<file path="src/rtl/led_matrix_pkg.sv">
// Shared definitions for the LED matrix scanner: FSM state encoding,
// default geometry and the helpers that derive counter/index widths.
package led_matrix_pkg;

    typedef enum logic [1:0] {
        ST_IDLE  = 2'd0,
        ST_BLANK = 2'd1,
        ST_DRIVE = 2'd2
    } scan_state_e;

    localparam int DEF_ROWS  = 8;
    localparam int DEF_COLS  = 8;
    localparam int DEF_DWELL = 1000;
    localparam int DEF_BLANK = 4;

    function automatic int row_width(input int rows);
        return $clog2(rows);
    endfunction

    function automatic int cnt_width(input int dwell, input int blank);
        int m;
        m = 2;
        if (dwell > m) m = dwell;
        if (blank > m) m = blank;
        return $clog2(m);
    endfunction

endpackage

</file>
<file path="src/rtl/led_matrix_fb.sv">
// Double frame buffer: writes go to the back buffer, the read port always
// returns the front buffer as it will be after this cycle's swap.
module led_matrix_fb
    import led_matrix_pkg::*;
#(
    parameter  int ROWS  = DEF_ROWS,
    parameter  int COLS  = DEF_COLS,
    localparam int ROW_W = row_width(ROWS)
) (
    input  logic             iClk,
    input  logic             iRst_n,
    input  logic             iWr_en,
    input  logic [ROW_W-1:0] iWr_row,
    input  logic [COLS-1:0]  iWr_data,
    input  logic             iSwap,
    input  logic [ROW_W-1:0] iRd_row,
    output logic [COLS-1:0]  oRd_data
);

    logic [COLS-1:0] buf_q [2][ROWS];
    logic            sel_q;
    logic            sel_d;
    logic            wr_in_range;

    assign sel_d       = sel_q ^ iSwap;
    assign wr_in_range = {1'b0, iWr_row} < (ROW_W + 1)'(ROWS);

    // NOTE: the buffers are small flop arrays, so they clear on the async reset
    // like any other state; <= keeps every flop sampling pre-edge values.
    always_ff @(posedge iClk or negedge iRst_n) begin
        if (!iRst_n) begin
            sel_q <= 1'b0;
            for (int b = 0; b < 2; b++) begin
                for (int r = 0; r < ROWS; r++) begin
                    buf_q[b][r] <= '0;
                end
            end
        end else begin
            sel_q <= sel_d;
            if (iWr_en && wr_in_range) begin
                buf_q[~sel_q][iWr_row] <= iWr_data;
            end
        end
    end

    // NOTE: assigning a default before any condition keeps always_comb latch-free.
    always_comb begin
        oRd_data = buf_q[sel_d][iRd_row];
        // A write landing in the buffer that turns front at this edge is forwarded.
        if (iWr_en && wr_in_range && iSwap && (iWr_row == iRd_row)) begin
            oRd_data = iWr_data;
        end
    end

endmodule

</file>
<file path="src/rtl/led_matrix_scan.sv">
// Row-multiplexed LED matrix driver: blank/drive row scan over the front
// buffer, with swaps of the double buffer deferred to frame boundaries.
module led_matrix_scan
    import led_matrix_pkg::*;
#(
    parameter  int ROWS  = DEF_ROWS,
    parameter  int COLS  = DEF_COLS,
    parameter  int DWELL = DEF_DWELL,
    parameter  int BLANK = DEF_BLANK,
    localparam int ROW_W = row_width(ROWS),
    localparam int CNT_W = cnt_width(DWELL, BLANK)
) (
    input  logic             iClk,
    input  logic             iRst_n,
    input  logic             iEnable,
    input  logic             iWr_valid,
    output logic             oWr_ready,
    input  logic [ROW_W-1:0] iWr_row,
    input  logic [COLS-1:0]  iWr_data,
    input  logic             iSwap,
    output logic             oSwap_done,
    output logic [ROWS-1:0]  oRow,
    output logic [COLS-1:0]  oCol,
    output logic             oFrame_start
);

    // A load value equal to 2**CNT_W truncates to 0 and wraps down through
    // every code to 1, so the period is still exact.
    localparam logic [CNT_W-1:0] DWELL_LD = CNT_W'(DWELL);
    localparam logic [CNT_W-1:0] BLANK_LD = CNT_W'(BLANK);
    localparam logic [ROW_W-1:0] LAST_ROW = ROW_W'(ROWS - 1);

    scan_state_e      state_q, state_d;
    logic [ROW_W-1:0] idx_q, idx_d;
    logic [CNT_W-1:0] cnt_q, cnt_d;
    logic             swap_pending_q, swap_pending_d;
    logic             wr_fire, last_tick, swap_go;
    logic [COLS-1:0]  front_row;
    logic [ROWS-1:0]  row_d;
    logic [COLS-1:0]  col_d;
    logic             frame_start_d;

    assign wr_fire        = iWr_valid && oWr_ready;
    assign last_tick      = (cnt_q == CNT_W'(1));
    assign swap_go        = swap_pending_q &&
                            ((state_q == ST_DRIVE && idx_q == LAST_ROW && last_tick) ||
                             (state_q == ST_IDLE));
    assign swap_pending_d = !swap_go && (swap_pending_q || iSwap);

    led_matrix_fb #(.ROWS(ROWS), .COLS(COLS)) u_fb (
        .iClk     (iClk),
        .iRst_n   (iRst_n),
        .iWr_en   (wr_fire),
        .iWr_row  (iWr_row),
        .iWr_data (iWr_data),
        .iSwap    (swap_go),
        .iRd_row  (idx_d),
        .oRd_data (front_row)
    );

    always_ff @(posedge iClk or negedge iRst_n) begin
        if (!iRst_n) begin
            state_q        <= ST_IDLE;
            idx_q          <= '0;
            cnt_q          <= '0;
            swap_pending_q <= 1'b0;
        end else begin
            state_q        <= state_d;
            idx_q          <= idx_d;
            cnt_q          <= cnt_d;
            swap_pending_q <= swap_pending_d;
        end
    end

    always_comb begin
        state_d = state_q;
        idx_d   = idx_q;
        cnt_d   = cnt_q;
        if (!iEnable) begin
            state_d = ST_IDLE;
            idx_d   = '0;
            cnt_d   = '0;
        end else begin
            unique case (state_q)
                ST_IDLE: begin
                    idx_d = '0;
                    if (BLANK > 0) begin
                        state_d = ST_BLANK;
                        cnt_d   = BLANK_LD;
                    end else begin
                        state_d = ST_DRIVE;
                        cnt_d   = DWELL_LD;
                    end
                end
                ST_BLANK: begin
                    if (last_tick) begin
                        state_d = ST_DRIVE;
                        cnt_d   = DWELL_LD;
                    end else begin
                        cnt_d = cnt_q - 1'b1;
                    end
                end
                ST_DRIVE: begin
                    if (last_tick) begin
                        idx_d = (idx_q == LAST_ROW) ? '0 : idx_q + 1'b1;
                        if (BLANK > 0) begin
                            state_d = ST_BLANK;
                            cnt_d   = BLANK_LD;
                        end else begin
                            cnt_d = DWELL_LD;
                        end
                    end else begin
                        cnt_d = cnt_q - 1'b1;
                    end
                end
                default: begin
                    state_d = ST_IDLE;
                    idx_d   = '0;
                    cnt_d   = '0;
                end
            endcase
        end
    end

    // Outputs are decoded from the next state so the registered pins line up
    // with the state they describe.
    always_comb begin
        row_d         = '0;
        col_d         = '1;
        frame_start_d = 1'b0;
        if (state_d == ST_DRIVE) begin
            row_d         = ROWS'(1) << idx_d;
            col_d         = ~front_row;
            frame_start_d = (idx_d == '0) && ((state_q != ST_DRIVE) || last_tick);
        end
    end

    always_ff @(posedge iClk or negedge iRst_n) begin
        if (!iRst_n) begin
            oRow         <= '0;
            oCol         <= '1;
            oFrame_start <= 1'b0;
            oSwap_done   <= 1'b0;
            oWr_ready    <= 1'b1;
        end else begin
            oRow         <= row_d;
            oCol         <= col_d;
            oFrame_start <= frame_start_d;
            oSwap_done   <= swap_go;
            oWr_ready    <= !swap_pending_d;
        end
    end

endmodule

</file>
<file path="config.mk">
export PLATFORM = sky130hd
export DESIGN_NAME = led_matrix_scan
export DESIGN_NICKNAME = d
export VERILOG_FILES = /design/src/rtl/led_matrix_pkg.sv /design/src/rtl/led_matrix_fb.sv /design/src/rtl/led_matrix_scan.sv
export SDC_FILE = /design/constraint.sdc
export NUM_CORES = 1
export LEC_CHECK = 0
export BUFFER_PORTS_ARGS = -buffer_cell sky130_fd_sc_hd__buf_2
export CORE_MARGIN = 2
export CORE_UTILIZATION = 40
export CTS_CLUSTER_DIAMETER = 80
export DETAILED_ROUTE_END_ITERATION = 10
export PLACE_DENSITY = 0.57
export SETUP_SLACK_MARGIN = 0.4
export SYNTH_ARGS = -nofsm -noshare
export SYNTH_HDL_FRONTEND = slang
export SYNTH_SLANG_ARGS = --single-unit
</file>
<file path="constraint.sdc">
create_clock -name iClk -period 9 [get_ports iClk]
set_input_delay 1.8 -clock iClk [delete_from_list [all_inputs] [get_ports iClk]]
set_output_delay 1.8 -clock iClk [all_outputs]
set_load 0.01 [all_outputs]
</file>
==> out/metrics.cfg <==
[drt]
final_antenna_net_count = 0
drt_iter0_markers = 322
drc = 0
wl_um = 17900
vias = 4891
dr.pass1.iters = 4
via_per_inst = 5.65
post_drt_wl_per_cell_um = 20.7

[clock_network]
cts_buffer_depth = 2
cts_setup_buffers = 0
tritoncts = yes
cts_hold_buf = 0
worst_skew_pair.late_latency_ps = 420
cts_made_buffers = 17
cts-root-buf = clkbuf_16
clock-sinks = 164
htree_levels = 4
clk_pin_slew_ps = 70
post_cts_resized = 0

[floorplan]
placementRows = 50
start_util_pct = 40.6
io_pins = 35
die_area_mm2 = 0.0201
die_y_um = 142
die_x_um = 142
core_mm2 = 0.0186

[outcome]
status = completed

[global_routing]
grt_util_met2_pct = 29.6
use_met3_pct = 4.42
top_usage_layer = met2
overflow = 0
grt_pass1_wl_um = 28700
grt_max_degree = 94
antenna_found_initial = 0
grt_pass1_vias = 5051
grtUsageMet1_pct = 26.4
grt_usage_pct = 18.8

[cells_and_area]
final_cell_mix = dfrtp_1, mux2_2, buf_2, mux2i_1, nor2_1
drive_above_1_share_pct = 36.3
syn_to_final_growth_pct = 13.0
seq_area_mm2 = 0.00412
fillers = 1686
multi_input_area_mm2 = 0.00329
layout_commonest_cell = dfrtp_1
fin_nets = 642
diodes = 0

[yosys]
syn_avg_cell_area_um2 = 12.8
ys_warn_count = 0
synth_cell_type_count = 51
postSynthCellCount = 594
synth_fp_nets = 618
synth_edf_count = 0
synth.top_cell.area_share_pct = 51.2
async_flop_share_pct = 100
yosys.area.top_type = dfrtp_1
syn_area_mm2 = 0.00758
yosysSeqAreaShare_pct = 54.3
yosys_most_used_dff = dfrtp_1
ys_top_cells_by_area = dfrtp_1, mux2_2, mux2i_1
yosys_register_bits = 164

[critical_path]
worstPathArrival_ps = 4370
endpoint_kind = flip-flop
cp_data_required_time_ps = 9350
start_kind = flip-flop
worst-setup-path-type = flip-flop to flip-flop
cp_max_fo = 49

[sta]
worstMarginPinSlew_ps = 1280
setup_tns_ps = 0
clock-skew-final_ps = 6.77
timing.final.crit_share_pct = 44.7
setup_ws_ps = 4980
finalMaxSlewViolations = 0
setup_viol = 0
min_period_ps = 4020
worst_slew_margin_rel_pct = 13.8
hold_viol = 0
max_freq_ghz = 0.249
holdWs_ps = 499
rsz0062_at_grt = no

[pwr]
p_int_w = 0.00185
leakage_nw = 3.81
sw_frac_of_total_pct = 30.2
p_total_w = 0.00265
pwr-share-seq_pct = 44.2
p_per_area_mw_per_mm2 = 309
irDropWorstVdd_v = 0.000149
power.switching_w = 0.000800
clkPwrFrac_pct = 27.7
p_comb_share_pct = 28.1

[placement]
pre_cts_ws_ps = 4850
dp_hpwl_um = 11600
place.gp.congestion = 0.839
port_buffers = 34

[run]
cap_violations = 0

[min_path]
hp-class = flip-flop to flip-flop

## power groups by stage
stage,Sequential (W),Combinational (W),Clock [W]
6_report,0.00117,0.000744,0.000735
5_1_grt,0.00121,0.000817,0.000789
4_1_cts,0.00117,0.000751,0.000755
3_5_place_dp,0.00118,0.000749,0
3_3_place_gp,0.00116,0.000728,0
2_1_floorplan,0.00113,0.000604,0
## worst paths after layout
path,startpoint,cells past startpoint,end,slack (ps)
worst max-delay path,cnt_q[1],11,oCol[4],4980
worst min-delay path,u_fb.buf_q[35],1,u_fb.buf_q[35],500
worst max register to register,cnt_q[1],11,oCol[4],4980
worst min register to register,u_fb.buf_q[35],1,u_fb.buf_q[35],500
max in group asynchronous,iRst_n,2,u_fb.buf_q[76],6090
min in group asynchronous,iRst_n,1,cnt_q[5],1470
## cell families (layout without fill, tap and decap cells)
kind of cell,count (synthesis),in the layout,share of synthesized area [%]
buffers and inverters,45,82,2.56
XOR/XNOR,7,7,0.809
AND/OR/NAND/NOR,91,91,6.03
AO/OA/AOI/OAI,103,103,9.35
multiplexers,176,176,25.6
flip-flops,164,164,54.3
adder cells (fa/ha/maj),8,8,1.32
## sequential cells by signal, summed over array words and instances, names as in the netlist
| signal | flops |
|---|---|
| u_fb.sel_q | 1 |
| oFrame_start | 1 |
| swap_pending_q | 1 |
| idx_q | 3 |
| state_q | 2 |
| oCol | 8 |
| oWr_ready | 1 |
| cnt_q | 10 |
| oRow | 8 |
| u_fb.buf_q | 128 |
| oSwap_done | 1 |
## metal layers
metal / share of wire (%) / vias to the layer above / routed length [µm]
li1: - / 2245 / -
met1: 48 / 2551 / 8550
met2: 47 / 85 / 8460
met3: 3.7 / 10 / 662
met4: 1.2 / 0 / 209
met5: 0 / - / 0
## metrics by stage
step,util (%),area (µm²),std cells
floorplan,-,7580,594
CTS,45.9,8560,865
finish,45.9,8560,865
detailed placement,42.6,7950,833
global route,45.9,8560,865
global placement,42.6,7950,833
## cell usage after synthesis, types with 2 or more instances
master,instances
and3_1,2
a21oi_1,7
buf_4,4
a21o_1,8
dfrtp_1,155
or4_1,5
o21ai_0,12
nor3_1,12
o22ai_1,15
a22oi_1,8
nand4_1,4
buf_2,2
mux2i_1,32
nor2_1,30
o221ai_1,8
clkbuf_1,27
nand3_1,6
xnor2_1,6
nor4_1,6
and2_1,2
o21ai_1,9
a211oi_1,2
inv_1,10
nand2b_1,4
mux2_2,141
o2bb2ai_1,2
o21a_1,4
nand2_1,14
o31ai_1,2
a31oi_1,11
mux2_1,3
dfstp_2,9
a22o_1,7
ha_1,8
## critical path: stages (launching register included)
cell      delay (ps)
dfrtp_1          380
inv_1            100
ha_1             300
or4b_1           510
or4_1            550
a311oi_4         280
buf_4            660
mux2_2           290
o22ai_1          100
nor3_1           460
a31oi_1           80
a21o_1           200
## layout make-up
cell class / count / share of cell area, %
Clock buffer: 20 / 5.45
Timing Repair Buffer: 39 / 2.50
Tap cell: 234 / 3.42
Clock inverter: 12 / 1.67
Sequential cell: 164 / 48.1
Inverter: 11 / 0.482
Multi-Input combinational cell: 385 / 38.4
(Power assumes the default switching activity.)
